--- src/rtl/button_conditioner.sv ---
// Multi-channel button conditioner: 2-FF sync, counter debounce, level plus press/release strobes.
// Optional auto-repeat of press_pulse while held is built when AUTOREPEAT_EN is defined.
module button_conditioner #(
    parameter int unsigned CHANNELS        = 4,
    parameter int unsigned DEBOUNCE_CYCLES = 4,
    parameter int unsigned HOLD_DELAY      = 8,
    parameter int unsigned REPEAT_PERIOD   = 4
) (
    input  logic                clk,
    input  logic                reset,
    input  logic [CHANNELS-1:0] btn_in,
    output logic [CHANNELS-1:0] level,
    output logic [CHANNELS-1:0] press_pulse,
    output logic [CHANNELS-1:0] rel_pulse
);

    localparam int unsigned CW = $clog2(DEBOUNCE_CYCLES + 1);

    if (CHANNELS < 1 || DEBOUNCE_CYCLES < 1 || HOLD_DELAY < 1 || REPEAT_PERIOD < 1) begin : g_bad_param
        $error("button_conditioner: all parameters must be >= 1");
    end

`ifdef AUTOREPEAT_EN
    localparam int unsigned HMAX = (HOLD_DELAY > REPEAT_PERIOD) ? HOLD_DELAY : REPEAT_PERIOD;
    localparam int unsigned HW   = $clog2(HMAX + 1);

    typedef enum logic [1:0] {IDLE, HOLD, REPEAT} state_t;

    logic [HW-1:0] hc     [CHANNELS];
    logic [HW-1:0] hc_nxt [CHANNELS];
`else
    typedef enum logic {IDLE, HOLD} state_t;
`endif

    logic [CHANNELS-1:0] s1;
    logic [CHANNELS-1:0] s2;
    logic [CW-1:0]       cnt       [CHANNELS];
    logic [CW-1:0]       cnt_nxt   [CHANNELS];
    state_t              state     [CHANNELS];
    state_t              state_nxt [CHANNELS];
    logic [CHANNELS-1:0] accept_c;
    logic [CHANNELS-1:0] level_nxt;
    logic [CHANNELS-1:0] press_nxt;
    logic [CHANNELS-1:0] rel_nxt;

    // A new synced value is accepted on the edge its persistence count completes.
    always_comb begin
        for (int i = 0; i < int'(CHANNELS); i++) begin
            accept_c[i] = (s2[i] != level[i]) && (cnt[i] == CW'(DEBOUNCE_CYCLES - 1));
        end
    end

    always_comb begin
        level_nxt = level;
        press_nxt = '0;
        rel_nxt   = '0;
        for (int i = 0; i < int'(CHANNELS); i++) begin
            cnt_nxt[i]   = cnt[i];
            state_nxt[i] = state[i];
`ifdef AUTOREPEAT_EN
            hc_nxt[i]    = hc[i];
`endif
            if (s2[i] == level[i]) begin
                cnt_nxt[i] = '0;
            end else if (accept_c[i]) begin
                cnt_nxt[i]   = '0;
                level_nxt[i] = s2[i];
                press_nxt[i] = s2[i];
                rel_nxt[i]   = ~s2[i];
            end else begin
                cnt_nxt[i] = cnt[i] + CW'(1);
            end

            // Release always wins over a due repeat so the two strobes never coincide.
            case (state[i])
                IDLE: begin
                    if (accept_c[i] && s2[i]) begin
                        state_nxt[i] = HOLD;
`ifdef AUTOREPEAT_EN
                        hc_nxt[i]    = '0;
`endif
                    end
                end
                HOLD: begin
                    if (accept_c[i] && !s2[i]) begin
                        state_nxt[i] = IDLE;
`ifdef AUTOREPEAT_EN
                        hc_nxt[i]    = '0;
                    end else if (hc[i] == HW'(HOLD_DELAY - 1)) begin
                        press_nxt[i] = 1'b1;
                        hc_nxt[i]    = '0;
                        state_nxt[i] = REPEAT;
                    end else begin
                        hc_nxt[i]    = hc[i] + HW'(1);
`endif
                    end
                end
`ifdef AUTOREPEAT_EN
                REPEAT: begin
                    if (accept_c[i] && !s2[i]) begin
                        state_nxt[i] = IDLE;
                        hc_nxt[i]    = '0;
                    end else if (hc[i] == HW'(REPEAT_PERIOD - 1)) begin
                        press_nxt[i] = 1'b1;
                        hc_nxt[i]    = '0;
                    end else begin
                        hc_nxt[i]    = hc[i] + HW'(1);
                    end
                end
`endif
                default: state_nxt[i] = IDLE;
            endcase
        end
    end

    always_ff @(posedge clk or posedge reset) begin
        if (reset) begin
            s1          <= '0;
            s2          <= '0;
            level       <= '0;
            press_pulse <= '0;
            rel_pulse   <= '0;
            for (int i = 0; i < int'(CHANNELS); i++) begin
                cnt[i]   <= '0;
                state[i] <= IDLE;
`ifdef AUTOREPEAT_EN
                hc[i]    <= '0;
`endif
            end
        end else begin
            s1          <= btn_in;
            s2          <= s1;
            level       <= level_nxt;
            press_pulse <= press_nxt;
            rel_pulse   <= rel_nxt;
            for (int i = 0; i < int'(CHANNELS); i++) begin
                cnt[i]   <= cnt_nxt[i];
                state[i] <= state_nxt[i];
`ifdef AUTOREPEAT_EN
                hc[i]    <= hc_nxt[i];
`endif
            end
        end
    end

endmodule
--- config.mk ---
export PLATFORM = sky130hd
export DESIGN_NAME = button_conditioner
export DESIGN_NICKNAME = d
export VERILOG_FILES = /design/src/rtl/button_conditioner.sv
export SDC_FILE = /design/constraint.sdc
export NUM_CORES = 1
export LEC_CHECK = 0
export ABC_AREA = 1
export BUFFER_PORTS_ARGS = -buffer_cell sky130_fd_sc_hd__buf_2
export CORE_UTILIZATION = 35
export CTS_CLUSTER_DIAMETER = 80
export DETAILED_ROUTE_END_ITERATION = 16
export GPL_TIMING_DRIVEN = 0
export SYNTH_ARGS = -nofsm -noshare
export SYNTH_HDL_FRONTEND = slang
export SYNTH_SLANG_ARGS = --single-unit
--- constraint.sdc ---
create_clock -name clk -period 1.3 [get_ports clk]
set_input_delay 0.195 -clock clk [delete_from_list [all_inputs] [get_ports clk]]
set_output_delay 0.195 -clock clk [all_outputs]
set_load 0.005 [all_outputs]
---- Yosys cells after proc, flatten, opt, wreduce, memory -nomap -nowiden ----
Cells that the tools add are included.
storage, ports and cells
  register bits after elaboration ......... 32
  bits of input ports ..................... 6
  output and inout bits ................... 12
  word-level logic and storage cells ...... 68
operators by class
  $add $sub $neg .......................... 4
  equal/unequal tests ..................... 12
  muxes and demuxes ....................... 24
  bitwise operators ....................... 8
  reductions and logical operators ........ 8
operator list
  operator             number
  $mux 3               8
  $mux 1               16
  $add 3x1->3 const B  4
  $eq 3x2->1 const B   4
  $not 1->1            8
  $reduce_and 2->1     4
  $eq 1x1->1           4
  $logic_and 1x1->1    4
  $ne 1x1->1           4

---- Logic depth before layout (Yosys ltp) ----
  word-level depth ........................ 4
  mapped depth ............................ 4
  depth with buffers taken out ............ 4

---- Least setup slack after synthesis ----
No wires, ideal clock.
  path kind ............................... reg2reg
  start point ............................. register cnt[9] in the netlist's numbering
  end point ............................... register cnt[11] in the netlist's numbering
  arrival ................................. 0.850 ns
  data required time ...................... 1.228 ns
  setup slack ............................. 0.378 ns
  cell stages (with the launch flop) ...... 4
  period minus slack after synthesis ...... 0.922 ns
  path through ............................ dfrtp_1 ha_1 or2_1 nor2_1
RTL lines
  what                               RTL line  source
  from (decl)                        37        logic [CW-1:0] cnt [CHANNELS];
  from (signal, indexed assignment)  137       cnt[i] <= cnt_nxt[i];

---- Final worst setup path ----
  start point ............................. register level[2]
  end point ............................... output port level[2]
RTL lines
  what                    RTL line  source
  from (decl)             12        output logic [CHANNELS-1:0] level,
  from (signal assigned)  133       level <= level_nxt;
No word-level cell between the ends.

==> out/qor.txt <==
Outcome -> completed
Fraction of layout cells with a size suffix above 1 -> 18.6%
First-pass GRT wire length -> 2.56 mm
IO Port Bufs -> 17
Clk Latency, worst-skew pair -> 0.32 ns
Leakage power -> 0.728 nW
Grt ovf -> 0
Drt total wl -> 1.47 mm
Peak VDD IR -> 0.824 mV
Synthesis-to-layout area growth -> 21.6%
Footprint of the multi-input gates -> 285 sq um
Die Width -> 58.9 microns
Worst Path Arrival -> 0.90 ns
Type of the worst min-delay path -> in -> async
Crit-path cells -> buf_2
DR iter-0 viols -> 35
Reg-to-reg startpoint -> cnt[0]
Register-to-Register Path Depth -> 4
NumNets Final -> 139
Via count -> 692
Final worst-path cycle share -> 84.2%
Worst path slowest cell -> dfrtp_1
Seq. cell area -> 801 sq um
CP bufs+invs -> 1
Fin. Hold Viols -> 0
Critical path class -> reg -> out
CP delay by family, top -> flip-flops
CP max FO -> 5
Routed vias/inst -> 4.00
I/O pin count -> 18
Max-capacitance violation count -> 0
Most frequent cells in the layout -> dfrtp_1 (32), nand2_1 (20), buf_2 (17), nor2_1 (16), inv_1 (13)
Rel. slew slack -> 24.7%
Post-DR wirelength/cell -> 8.49 microns
Post-CTS Setup Inserts -> 0
DP Wirelength -> 1.02 mm
Clk root buf -> clkbuf_4
H-tree lvl count -> 2
Initial Utilization -> 37.2%
Std cell rows -> 20
YS warnings -> 0
Die area -> 3470 sq um
Kind of end point of the critical path -> output port
Sequential area share after synthesis -> 70.6%
CP Launch Type -> register
Final instance area -> 1380 sq um
Achievable frequency -> 913 MHz
Power Dens Cells -> 1750 nW/um^2
Flop-to-flop setup slack -> 0.32 ns
Most common cell after layout, fill and taps aside -> dfrtp_1
Post-Synthesis Cells -> 101
Synthesized area per cell -> 11.2 sq um
R2R Path End -> cnt[1]
Crit path required time -> 1.11 ns
Max-slew violations -> 0
Mapped Area -> 1130 sq um
Die Y -> 58.9 microns
RSZ-0062 raised after global routing -> false
DR DRC count -> 0
Mapped Nets -> 111
Number of global-route vias before repair -> 650
Flop and latch count out of synthesis -> 32
Post-CTS Hold Buffers -> 4
Largest net degree at the start of global routing -> 33
Netlist cell types -> 9
Placer congestion estimate -> 0.727
FILL cells -> 310
Core Util, Final -> 45.2%
Clock skew -> 0.00538 ns
Initial antenna violation count -> 0
Diodes inserted -> 0
Worst Tran Pin Value -> 1.13 ns
Core footprint -> 3050 sq um
Total CTS buffers -> 5
Min Tclk post-route -> 1.09 ns
Worst-path clk slew -> 0.09 ns
Setup violators final -> 0
GRT Total Usage -> 10.5%
CTS tree -> built
Antenna-violating nets left -> 0
Drt pass-1 iters -> 3
CTS sink cnt -> 32
Area after DPL -> 1270 sq um
CP max stage delay -> 0.44 ns
# resized after CTS -> 0
Clk buf depth -> 2
==> routing by layer <==
metal	wire length (microns)	vias up	GRT usage (%)
li1	-	361	-
met1	693	310	12.0
met3	83	5	4.62
met4	34	0	7.14
met2	658	16	15.7
met5	0	-	0
==> cells in the mapped netlist <==
cell | count | area, sq um
dfrtp_1 | 32 | 801
nand2_1 | 20 | 75.1
nor2_1 | 16 | 60.1
inv_1 | 13 | 48.8
ha_1 | 4 | 50.1
nor3_1 | 4 | 20.0
o21ai_0 | 4 | 20.0
or2_1 | 4 | 25.0
xnor2_1 | 4 | 35.0
==> flip-flops by register name (all words and copies together) (netlist names) <==
register and flops:
press_pulse 4, rel_pulse 4, s2 4, s1 4
cnt 12, level 4
==> worst max-delay path by stage <==
stage                     startpoint  endpoint  slack, ns  depth (start not counted)
after floorplan               cnt[9]   cnt[11]       0.38                          3
after global placement         reset  level[0]       0.03                          2
after detailed placement       reset     s1[1]     -0.003                          2
after CTS                   level[3]  level[3]       0.18                          1
after global routing        level[2]  level[2]       0.15                          1
final                       level[2]  level[2]       0.21                          1
==> cells by family after synthesis <==
group	synth area share (%)
DFF	70.6
buffers and inverters	4.30
adders and majority gates	4.41
and+or+nand+nor	15.9
xor gates and xnor gates	3.09
AOI/OAI and AO/OA	1.76
==> where the power goes <==
part | switching (W) | internal (W) | total (W)
Clock | 0.000298 | 0.000306 | 0.000605
Sequential | 0.000122 | 0.00117 | 0.00130
Combinational | 0.000280 | 0.000240 | 0.000520
Total | 0.000700 | 0.00172 | 0.00242
==> metrics by stage <==
step / std cells / hold slack, ns / total power, W / setup WS, ns / setup TNS (ns)
4_1_cts: 173 / 0.200 / 0.00247 / 0.182 / 0
5_1_grt: 173 / 0.264 / 0.00262 / 0.154 / 0
3_5_place_dp: 162 / 0.304 / 0.00184 / -0.00345 / -0.0769
2_1_floorplan: 101 / 0.226 / 0.00168 / 0.378 / 0
6_report: 173 / 0.155 / 0.00242 / 0.205 / 0
3_3_place_gp: 162 / 0.304 / 0.00181 / 0.0335 / 0
==> area by class of cell <==
type                    count  area share (%)
clock buffers               7            4.71
repair buffers             21            9.07
flip-flops and latches     32            58.0
inverters                  13            3.54
well taps                  44            3.99
multi-input cells          56            20.7
Note: power is estimated with default switching activity, not from simulation.
